[config.mk]
export PLATFORM = sky130hd
export DESIGN_NAME = apb_ucpd_rx_sym_dec
export DESIGN_NICKNAME = d
export VERILOG_FILES = /design/src/rtl/apb_ucpd_rx_sym_dec.sv
export SDC_FILE = /design/constraint.sdc
export NUM_CORES = 1
export LEC_CHECK = 0
export ABC_AREA = 1
export CELL_PAD_IN_SITES_DETAIL_PLACEMENT = 1
export CELL_PAD_IN_SITES_GLOBAL_PLACEMENT = 1
export CORE_ASPECT_RATIO = 1.25
export CORE_UTILIZATION = 42
export DETAILED_ROUTE_END_ITERATION = 10
export GPL_ROUTABILITY_DRIVEN = 0
export PLACE_DENSITY_LB_ADDON = 0.12
export SLEW_MARGIN = 20
export SYNTH_ARGS = -nofsm -noshare
export SYNTH_HDL_FRONTEND = slang
export SYNTH_SLANG_ARGS = --single-unit
[constraint.sdc]
create_clock -name ic_clk -period 4.25 [get_ports ic_clk]
set_input_delay 1.275 -clock ic_clk [delete_from_list [all_inputs] [get_ports ic_clk]]
set_output_delay 1.275 -clock ic_clk [all_outputs]
set_load 0.05 [all_outputs]
[src/rtl/apb_ucpd_rx_sym_dec.sv]
// UCPD receive 4b5b symbol decoder: hunts for K-code ordered sets, then decodes 5b symbols to bytes.
// Optional build macro UCPD_RX_KCODE_STRICT_EN: ordered sets must match on all four K-codes.
//
// state | meaning
// IDLE  | receiver disabled, nothing tracked
// HUNT  | sliding 20-bit window compared against enabled ordered sets
// SYM   | aligned; collecting 5-bit symbols into nibbles/bytes until EOP or error
module apb_ucpd_rx_sym_dec #(
    parameter int MAX_BYTES = 264
) (
    input  logic       ic_clk,
    input  logic       ic_rst_n,
    input  logic       rx_en,
    input  logic       bit_vld,
    input  logic       bit_in,
    input  logic [8:0] rx_ordset_en,
    output logic       ordset_vld,
    output logic [2:0] ordset_type,
    output logic       byte_vld,
    output logic [7:0] rx_byte,
    output logic [9:0] rx_byte_cnt,
    output logic       eop_ok,
    output logic       sym_err,
    output logic       hrst_det,
    output logic       crst_det,
    output logic       busy
);

    localparam logic [4:0] K_S1  = 5'b11000;
    localparam logic [4:0] K_S2  = 5'b10001;
    localparam logic [4:0] K_S3  = 5'b00110;
    localparam logic [4:0] K_R1  = 5'b00111;
    localparam logic [4:0] K_R2  = 5'b11001;
    localparam logic [4:0] K_EOP = 5'b01101;

`ifdef UCPD_RX_KCODE_STRICT_EN
    localparam logic [2:0] HIT_MIN = 3'd4;
`else
    localparam logic [2:0] HIT_MIN = 3'd3;
`endif

    typedef enum logic [1:0] {
        ST_IDLE,
        ST_HUNT,
        ST_SYM
    } state_t;

    state_t      state;
    logic [19:0] hunt_sr;
    logic [4:0]  sym_sr;
    logic [2:0]  bit_cnt;
    logic [3:0]  nib_lo;
    logic        nib_have;

    logic [19:0] hunt_next;
    logic [4:0]  sym_next;
    logic        hit;
    logic [2:0]  hit_idx;
    logic [4:0]  dec;
    logic        ordset_en_unused;

    assign ordset_en_unused = ^rx_ordset_en[8:7];

    // First received symbol sits in the low 5 bits, so patterns are packed last-symbol-first.
    function automatic logic [19:0] os_pat(input logic [2:0] idx);
        case (idx)
            3'd0:    os_pat = {K_S2, K_S1, K_S1, K_S1};
            3'd1:    os_pat = {K_S3, K_S3, K_S1, K_S1};
            3'd2:    os_pat = {K_S3, K_S1, K_S3, K_S1};
            3'd3:    os_pat = {K_R2, K_R1, K_R1, K_R1};
            3'd4:    os_pat = {K_S3, K_R1, K_S1, K_R1};
            3'd5:    os_pat = {K_S3, K_R2, K_R2, K_S1};
            3'd6:    os_pat = {K_S2, K_S3, K_R2, K_S1};
            default: os_pat = 20'd0;
        endcase
    endfunction

    function automatic logic [2:0] sym_hits(input logic [19:0] a, input logic [19:0] b);
        logic [2:0] n;
        n = 3'd0;
        for (int k = 0; k < 4; k++) begin
            if (a[5*k +: 5] == b[5*k +: 5]) n = n + 3'd1;
        end
        return n;
    endfunction

    // Returns {valid, nibble}; valid=0 for K-codes and unused codes.
    function automatic logic [4:0] dec_data(input logic [4:0] s);
        case (s)
            5'b11110: dec_data = {1'b1, 4'h0};
            5'b01001: dec_data = {1'b1, 4'h1};
            5'b10100: dec_data = {1'b1, 4'h2};
            5'b10101: dec_data = {1'b1, 4'h3};
            5'b01010: dec_data = {1'b1, 4'h4};
            5'b01011: dec_data = {1'b1, 4'h5};
            5'b01110: dec_data = {1'b1, 4'h6};
            5'b01111: dec_data = {1'b1, 4'h7};
            5'b10010: dec_data = {1'b1, 4'h8};
            5'b10011: dec_data = {1'b1, 4'h9};
            5'b10110: dec_data = {1'b1, 4'hA};
            5'b10111: dec_data = {1'b1, 4'hB};
            5'b11010: dec_data = {1'b1, 4'hC};
            5'b11011: dec_data = {1'b1, 4'hD};
            5'b11100: dec_data = {1'b1, 4'hE};
            5'b11101: dec_data = {1'b1, 4'hF};
            default:  dec_data = 5'd0;
        endcase
    endfunction

    assign hunt_next = {bit_in, hunt_sr[19:1]};
    assign sym_next  = {bit_in, sym_sr[4:1]};
    assign dec       = dec_data(sym_next);

    // Descending scan so the lowest enabled index wins on multiple matches.
    always_comb begin
        hit     = 1'b0;
        hit_idx = 3'd0;
        for (int i = 6; i >= 0; i--) begin
            if (rx_ordset_en[i] && (sym_hits(hunt_next, os_pat(3'(i))) >= HIT_MIN)) begin
                hit     = 1'b1;
                hit_idx = 3'(i);
            end
        end
    end

    always_ff @(posedge ic_clk or negedge ic_rst_n) begin
        if (!ic_rst_n) begin
            state       <= ST_IDLE;
            hunt_sr     <= 20'd0;
            sym_sr      <= 5'd0;
            bit_cnt     <= 3'd0;
            nib_lo      <= 4'd0;
            nib_have    <= 1'b0;
            ordset_vld  <= 1'b0;
            ordset_type <= 3'd0;
            byte_vld    <= 1'b0;
            rx_byte     <= 8'd0;
            rx_byte_cnt <= 10'd0;
            eop_ok      <= 1'b0;
            sym_err     <= 1'b0;
            hrst_det    <= 1'b0;
            crst_det    <= 1'b0;
            busy        <= 1'b0;
        end else begin
            ordset_vld <= 1'b0;
            byte_vld   <= 1'b0;
            eop_ok     <= 1'b0;
            sym_err    <= 1'b0;
            hrst_det   <= 1'b0;
            crst_det   <= 1'b0;
            if (!rx_en) begin
                state    <= ST_IDLE;
                hunt_sr  <= 20'd0;
                sym_sr   <= 5'd0;
                bit_cnt  <= 3'd0;
                nib_have <= 1'b0;
                busy     <= 1'b0;
            end else begin
                case (state)
                    ST_IDLE: begin
                        state   <= ST_HUNT;
                        hunt_sr <= 20'd0;
                        busy    <= 1'b0;
                    end
                    ST_HUNT: begin
                        if (bit_vld) begin
                            if (hit) begin
                                // History is dropped after any match so one set fires once.
                                hunt_sr <= 20'd0;
                                if (hit_idx == 3'd3) begin
                                    hrst_det <= 1'b1;
                                end else if (hit_idx == 3'd4) begin
                                    crst_det <= 1'b1;
                                end else begin
                                    ordset_vld  <= 1'b1;
                                    ordset_type <= hit_idx;
                                    rx_byte_cnt <= 10'd0;
                                    state       <= ST_SYM;
                                    busy        <= 1'b1;
                                    bit_cnt     <= 3'd0;
                                    sym_sr      <= 5'd0;
                                    nib_have    <= 1'b0;
                                end
                            end else begin
                                hunt_sr <= hunt_next;
                            end
                        end
                    end
                    ST_SYM: begin
                        if (bit_vld) begin
                            if (bit_cnt == 3'd4) begin
                                bit_cnt <= 3'd0;
                                sym_sr  <= 5'd0;
                                if (dec[4] && !nib_have) begin
                                    nib_lo   <= dec[3:0];
                                    nib_have <= 1'b1;
                                end else if (dec[4] && (rx_byte_cnt != 10'(MAX_BYTES))) begin
                                    byte_vld <= 1'b1;
                                    rx_byte  <= {dec[3:0], nib_lo};
                                    nib_have <= 1'b0;
                                    if (rx_byte_cnt != 10'h3FF) rx_byte_cnt <= rx_byte_cnt + 10'd1;
                                end else begin
                                    if (sym_next == K_EOP && !nib_have) eop_ok <= 1'b1;
                                    else sym_err <= 1'b1;
                                    state    <= ST_HUNT;
                                    busy     <= 1'b0;
                                    hunt_sr  <= 20'd0;
                                    nib_have <= 1'b0;
                                end
                            end else begin
                                bit_cnt <= bit_cnt + 3'd1;
                                sym_sr  <= sym_next;
                            end
                        end
                    end
                    default: begin
                        state <= ST_IDLE;
                        busy  <= 1'b0;
                    end
                endcase
            end
        end
    end

endmodule

### Yosys cells after proc, flatten, opt, wreduce, memory -nomap -nowiden

Memories as Yosys holds them, arrays and structs flattened.
Cells that the tools add are included.
W data, S select, Z words.

* $lt $le $gt $ge: 7
* reduce and logical (&&, ||, !) cells: 21
* add/sub/neg operators: 16
* muxes and demuxes: 135
* eq/ne operators: 40
* bitwise gates (word level): 3

Operators with widths (count)
* $mux W20: 7
* $mux W3: 33
* $mux W10: 9
* $mux W1: 63
* $pmux W20 S3: 1
* $add A3 B1 Y3 const B: 15
* $eq A5 B5 Y1 const B: 7
* $mux W5: 7
* $eq A5 B3 Y1 const B: 6
* $ne A3 B3 Y1 const B: 8
* $reduce_and A6 Y1: 4
* $ge A3 B2 Y1 const B: 7
* $pmux W10 S2: 1
* $mux W2: 9
* $ne A2 B2 Y1 const B: 9
* $reduce_and A11 Y1: 1
* $add A10 B1 Y10 const B: 1
* $logic_and A1 B1 Y1: 10
* $ne A10 B10 Y1 const B: 1
* $ne A10 B9 Y1 const B: 1
* $pmux W5 S2: 1
* $reduce_and A8 Y1: 1
* $reduce_and A7 Y1: 1
* $eq A3 B3 Y1 const B: 2
* 14 further kinds: 17

* logic and storage cells: 239
* bits in registers: 63
* output and inout bits: 28
* memories kept: 1
* memory bits (read-only): 160

Memory list
* (name not given): words 32, width 5, rd ports 1, clocked after Yosys merged registers in 0, write ports 0, RTL line 89 `case (s)`

### Logic depth before layout (Yosys ltp)

Gate-level depths: netlist of the first run.

* word-level depth: 24
* gate-level depth with buffers: 26

### Least setup slack after synthesis of the first run

OpenSTA, ideal clock, no wires.

* path kind: input port to flip-flop
* from: in bit_in
* to: reg sym_sr[4]
* stages: 16
* data required time: 4.131 ns
* arrival time: 2.912 ns
* path slack: 1.218 ns
* path buffers: 1
* cell sequence: inv_2 -> nand3_1 -> nor2_1 -> nand2_1 -> xor2_1 -> nand3b_1 -> nand2_2 -> nand2_4 -> nor2_4 -> and2_4 -> nand2_4 -> nand2_2 -> nor2_4 -> buf_6 -> nand2_2 -> o21ai_2

* cells in the longest elaborated chain, start to end: 14

Ends and longest elaborated chain
* start, declared: RTL line 15 `input logic bit_in,`
* $eq A5 B5 Y1: RTL line 82 `if (a[5*k +: 5] == b[5*k +: 5]) n = n + 3'd1;`
* $mux W3: RTL line 82
* $ge A3 B2 Y1: RTL line 119 `if (rx_ordset_en[i] && (sym_hits(hunt_next, os_pat(3'(i))) >= HIT_MIN)) begin`
* $logic_and A1 B1 Y1: RTL line 119
* $mux W3 (7 in a row): RTL line 119
* $eq A3 B3 Y1 / $eq A3 B2 Y1 (equally long branches): RTL line 172, 170
* $ne A3 B3 Y1 (no source line)
* $reduce_and A6 Y1 (no source line)
* end signal, assigned: RTL line 212 `sym_sr <= sym_next;`
* end, declared: RTL line 50 `logic [4:0] sym_sr;`

Several ways; a longest one is shown, not always the timed one. The select of a mux whose other input is x is not followed.
A chain may end at the register's enable or synchronous reset.

### Final worst setup path of the first run

* from: in bit_in
* to: reg rx_byte_cnt[2]

* cells in the longest elaborated chain, start to end: 14

Ends and longest elaborated chain
* $eq A5 B5 Y1: RTL line 82
* $mux W3: RTL line 82
* $ge A3 B2 Y1: RTL line 119
* $logic_and A1 B1 Y1: RTL line 119
* $mux W3 (7 in a row): RTL line 119
* $eq A3 B3 Y1 / $eq A3 B2 Y1 (equally long branches): RTL line 172, 170
* $ne A2 B2 Y1 (no source line)
* $reduce_and A11 Y1 (no source line) (*)
* end signal, assigned: RTL line 201 `if (rx_byte_cnt != 10'h3FF) rx_byte_cnt <= rx_byte_cnt + 10'd1;`
* end, declared: RTL line 21 `output logic [9:0] rx_byte_cnt,`

Every way passes the cells marked *; elsewhere a longest branch is shown, timed or not.

==> results.sh, run 1 <==
export IMPL_status="completed"
export IMPL_synth_top_cells_by_area="dfrtp_1, nand2_1, nand3_1"
export IMPL_drt_total_wl_mm=11.2
export IMPL_finalCritPeriodShare=0.887
export IMPL_path_cells="clkdlybuf4s50_1, nand3_1, nor2_1, o21ai_0, nand3_1, nor2_1, nor2_1, nand3_1, a21oi_2, nand3_2, nand3_1, nand2_1, nand3_1, nand2_1"
export IMPL_mostFrequentLayoutCells="nand2_1, inv_1, nor2_1, nand3_1, dfrtp_1"
export IMPL_grt_max_degree=39
export IMPL_final_nets=668
export IMPL_fin_tns_setup_ps=0
export IMPL_yosys_area_top_type="dfrtp_1"
export IMPL_antenna_found_initial=0
export IMPL_final_common_cell="nand2_1"
export IMPL_syn_inst=584
export IMPL_finalCriticalPeriod_ps=3770
export IMPL_drt_iter0_drc=112
export IMPL_cts_resized_gates=0
export IMPL_cts_buffers=9
export IMPL_synth_top_area_share=0.356
export IMPL_final_setup_viol_count=0
export IMPL_post_cts_buffers=0
export IMPL_ir_worst_vdd_uv=139
export IMPL_tritoncts="yes"
export IMPL_cp_required_ps=4470
export IMPL_avgSynthCellArea_sq_um=7.22
export IMPL_slowest_stage="clkdlybuf4s50_1"
export IMPL_fin_area_sq_um=5080
export IMPL_hold_viol=0
export IMPL_synth_cell_types=44
export IMPL_ys_ff_latch=60
export IMPL_utilization=0.523
export IMPL_hold_class="reg -> reg"
export IMPL_grt_pass1_vias=4118
export IMPL_vias_per_cell=5.16
export IMPL_arrival_ps=3990
export IMPL_core_area_sq_um=9710
export IMPL_num_io_pins=42
export IMPL_dpl_cell_area_sq_um=4760
export IMPL_max_stage_delay_ps=630
export IMPL_vias=3931
export IMPL_worst_setup_path_start_kind="primary input"
export IMPL_synth_nets=621
export IMPL_cts_root_buf="clkbuf_16"
export IMPL_cp_top_family="simple AND/OR/NAND/NOR gates"
export IMPL_drv_cap=0
export IMPL_synth_edf_count=0
export IMPL_ant_nets=0
export IMPL_initial_core_util=0.434
export IMPL_cellPowerDensity_nw_per_um2=302
export IMPL_timing_fmax_ghz=0.265
export IMPL_drv_slew=0
export IMPL_critPathMaxFanout=8
export IMPL_clk_pin_slew_ps=50
export IMPL_netlist_area_sq_um=4220
export IMPL_synth_async_reset_ratio=1.00
export IMPL_synthToLayoutAreaGrowth_pct=20.5
export IMPL_cpMostUsedCell="nand3_1"
export IMPL_grt_remaining_overflow=0
export IMPL_dpl_hpwl_mm=8.44
export IMPL_drive_gt1_frac=0.119
export IMPL_drc=0
export IMPL_yosysSeqAreaShare=0.356
export IMPL_grt_pass1_wl_mm=19.5
export IMPL_die_h_um=114
export IMPL_diodes=0
export IMPL_portBuffers=39
export IMPL_die_w_um=91.6
export IMPL_ys_warn_count=0
export IMPL_grtUsageTotal=0.236
export IMPL_hold_buffers=0
export IMPL_die_area_sq_um=10400
export IMPL_htree_levels=3
export IMPL_num_rows=40
export IMPL_dr_pass1_iters=4
export IMPL_worst_setup_path_type="in -> reg"
export IMPL_postLayoutSetupSlackWorst_ps=479
export IMPL_p_leak_nw=2.38
export IMPL_worstMarginPinSlew_ps=828
export IMPL_grt_setup_unrepaired="no"
export IMPL_ctsLongestPathBuffers=2
export IMPL_clk_latency_ps=330
export IMPL_synth_ff_type="dfrtp_1"
export IMPL_wl_per_cell_um=14.7
export IMPL_clock_sinks=60
export IMPL_skew_ps=4.09
export IMPL_post_place_ws_ps=121
export IMPL_cp_end_kind="flop"
export IMPL_path_buf_inv=1
export IMPL_maxSlewHeadroom=0.448
[state kept, by name, indices dropped and copies added (netlist names)]
name,count
bit_cnt,3
busy,1
byte_vld,1
crst_det,1
eop_ok,1
hrst_det,1
hunt_sr,19
nib_have,1
nib_lo,4
ordset_type,3
ordset_vld,1
rx_byte,8
rx_byte_cnt,10
state,1
sym_err,1
sym_sr,4
[worst min-delay path: cells and delay by family (launching register included)]
kind	cells	cell delay (ps)
flip-flops	1	340
AND/OR/NAND/NOR	2	100
[logic make-up (layout without fill, tap and decap cells)]
family,after synthesis,in the layout,share of synthesized area
flip-flops,60,60,0.356
adder cells (fa/ha/maj),23,23,0.0682
multiplexers,6,6,0.0160
XOR/XNOR,13,13,0.0288
buffers and inverters,103,155,0.0979
AND/OR/NAND/NOR,319,319,0.351
AO/OA/AOI/OAI,60,60,0.0825
[synth_stat cells, types with 4 or more instances]
cell type	count
nor2_1	77
nand2_1	119
nand2_2	11
mux2_2	6
inv_2	9
nor2_4	4
a21oi_1	5
nor3_1	9
nand3_2	4
buf_2	4
xnor2_1	4
dfrtp_1	60
nand3_1	73
inv_1	79
nor4_1	6
clkbuf_1	5
o21ai_1	12
o21ai_0	28
ha_1	23
nand4_1	5
o21ai_2	5
xor2_1	8
[layer usage]
metal / GRT usage / share of wire
met3: 0.0467 / 0.021
met1: 0.249 / 0.41
met5: 0 / 0
met2: 0.456 / 0.55
met4: 0.0899 / 0.023
[per-stage QoR]
step           cells  hold WS (ps)  power, mW
6_report         762           479       1.54
5_1_grt          762           502       1.59
2_1_floorplan    584           448      0.727
3_5_place_dp     746           468      0.775
4_1_cts          762           483       1.55
3_3_place_gp     746           460      0.770
[area by class of cell]
cell class                 count  area [sq um]
multi-input combinational    421          2300
timing repair buffer          48           453
inverter                      91           344
sequential                    60          1500
clock buffer                  13           280
fill                        1263          4630
clock inverter                 3          42.5
tap                          126           158
[report_power, final]
group	internal [mW]	switching, mW
combinational	0.0442	0.133
sequential	0.580	0.00733
clock	0.516	0.254
[final timing paths]
kind,startpoint,to,slack (ps),depth (start not counted)
min in group asynchronous,ic_rst_n,rx_byte[3],1040,1
min reg2reg,ordset_type[1],ordset_type[1],480,2
max in group asynchronous,ic_rst_n,rx_byte_cnt[5],2350,2
min,ordset_type[1],ordset_type[1],480,2
max,bit_in,rx_byte_cnt[2],480,14
max reg2reg,hunt_sr[7],rx_byte_cnt[2],520,23
Note: power is estimated with default switching activity, not from simulation.
==> run 2, diff against run 1 <==
Settings changed: CORE_UTILIZATION 42 to 35, DONT_BUFFER_PORTS set to 1.
==> results.sh, run 2 (same netlist as run 1, synthesis figures left out) <==
export IMPL_status="completed"
export IMPL_final_nets=626
export IMPL_cts_resized_gates=0
export IMPL_worst_setup_path_type="reg -> reg"
export IMPL_max_stage_delay_ps=460
export IMPL_ctsLongestPathBuffers=2
export IMPL_mostFrequentLayoutCells="nand2_1, inv_1, nor2_1, nand3_1, dfrtp_1"
export IMPL_worstMarginPinSlew_ps=634
export IMPL_cp_top_family="simple AND/OR/NAND/NOR gates"
export IMPL_dpl_hpwl_mm=8.21
export IMPL_clk_pin_slew_ps=50
export IMPL_drt_total_wl_mm=10.8
export IMPL_antenna_found_initial=0
export IMPL_clk_latency_ps=340
export IMPL_skew_ps=8.82
export IMPL_hold_class="reg -> reg"
export IMPL_die_h_um=125
export IMPL_reg_top3="hunt_sr x19, rx_byte_cnt x10, rx_byte x8"
export IMPL_final_setup_viol_count=0
export IMPL_num_io_pins=42
export IMPL_instances_no_fill=755
export IMPL_hold_slack_ps=485
export IMPL_path_buf_inv=6
export IMPL_cp_end_kind="flop"
export IMPL_grt_pass1_wl_mm=18.9
export IMPL_cp_required_ps=4470
export IMPL_cts_root_buf="clkbuf_16"
export IMPL_p_leak_nw=2.24
export IMPL_clock_sinks=60
export IMPL_drc=0
export IMPL_grtUsageTotal=0.191
export IMPL_drive_gt1_frac=0.121
export IMPL_fin_area_sq_um=4750
export IMPL_post_place_ws_ps=440
export IMPL_arrival_ps=3900
export IMPL_cellPowerDensity_nw_per_um2=339
export IMPL_vias=3761
export IMPL_finalCritPeriodShare=0.865
export IMPL_initial_core_util=0.361
export IMPL_finalCriticalPeriod_ps=3680
export IMPL_path_cells="inv_1, nor2_1, inv_1, nor4_1, ha_1, inv_1, nand2_1, nand2_1, clkinv_1, ha_1, nand2_1, nand2_1, nand2_1, inv_1, nand3_1, nand2_1, nand2_2, inv_2, a21oi_2, nand3_2, nand3_1, nand2_1, nand3_1, nand2_1"
export IMPL_dr_pass1_iters=4
export IMPL_grt_pass1_vias=3945
export IMPL_diodes=0
export IMPL_grt_remaining_overflow=0
export IMPL_hold_viol=0
export IMPL_critPathMaxFanout=8
export IMPL_worst_setup_path_start_kind="flop"
export IMPL_wl_per_cell_um=14.3
export IMPL_largest_reg_flops=19
export IMPL_drv_cap=0
export IMPL_num_rows=44
export IMPL_grt_max_degree=61
export IMPL_drt_iter0_drc=50
export IMPL_ir_worst_vdd_uv=193
export IMPL_dp_cells=739
export IMPL_cts_buffers=9
export IMPL_slowest_stage="nor4_1"
export IMPL_timing_fmax_ghz=0.272
export IMPL_tritoncts="yes"
export IMPL_synthToLayoutAreaGrowth_pct=12.5
export IMPL_post_cts_buffers=0
export IMPL_grt_setup_unrepaired="no"
export IMPL_dpl_cell_area_sq_um=4400
export IMPL_ant_nets=0
export IMPL_maxSlewHeadroom=0.578
export IMPL_portBuffers=0
export IMPL_die_w_um=100
export IMPL_core_area_sq_um=11700
export IMPL_htree_levels=3
export IMPL_drv_slew=0
export IMPL_fin_tns_setup_ps=0
export IMPL_postLayoutSetupSlackWorst_ps=573
export IMPL_final_common_cell="nand2_1"
export IMPL_regMostFlops="hunt_sr"
export IMPL_vias_per_cell=4.98
export IMPL_cpMostUsedCell="nand2_1"
export IMPL_hold_buffers=0
export IMPL_die_area_sq_um=12500
==> run 2: cell count changes in the layout (fill, tap and decap cells not counted) <==
cell / change
bufinv_16: +2
buf_2: -1
clkdlybuf4s50_1: -38
clkinv_4: +1
clkbuf_8: -3
buf_4: -3
==> run 2: worst paths after layout <==
kind	slack (ps)	start	cells after the start	end
max	570	hunt_sr[8]	24	rx_byte_cnt[2]
min	480	nib_lo[2]	2	nib_lo[2]
max reg2reg	570	hunt_sr[8]	24	rx_byte_cnt[2]
min reg2reg	480	nib_lo[2]	2	nib_lo[2]
max in group asynchronous	3520	ic_rst_n	0	hunt_sr[10]
min in group asynchronous	630	ic_rst_n	0	bit_cnt[0]
==> run 2: cell type report <==
type                    count  area, sq um
clock buffers              10          239
clock inverters             6          111
fillers                  1497         6930
inverters                  91          344
multi-input cells         421         2300
flip-flops and latches     60         1500
well taps                 161          201
repair buffers              6         45.0
==> run 2: power by group <==
group	internal (mW)	switching, mW	total [mW]
Combinational	0.0361	0.115	0.151
Clock	0.588	0.280	0.868
Sequential	0.580	0.00970	0.590
==> run 2: metrics by stage <==
stage / power, mW / util
floorplan: 0.727 / -
global placement: 0.748 / 0.377
detailed placement: 0.750 / 0.377
CTS: 1.63 / 0.407
global route: 1.67 / 0.407
finish: 1.61 / 0.407
==> run 2: tightest hold or removal path: cells and delay by family, from the launching register on <==
family             cells  cell delay (ps)
AOI/OAI and AO/OA      1               60
and+or+nand+nor        1               50
DFF                    1              340
==> run 2: metal layers <==
metal,GRT usage,up-vias,routed length [um]
met2,0.344,48,5770
li1,-,1881,-
met3,0.0359,16,264
met1,0.216,1816,4490
met4,0.0827,0,297
met5,0,-,0
==> run 3, diff against run 2 <==
Settings changed: HOLD_SLACK_MARGIN set to 0.03.
==> results of run 3 <==
The final DEF is identical to that of run 2; final timing and power are the same.
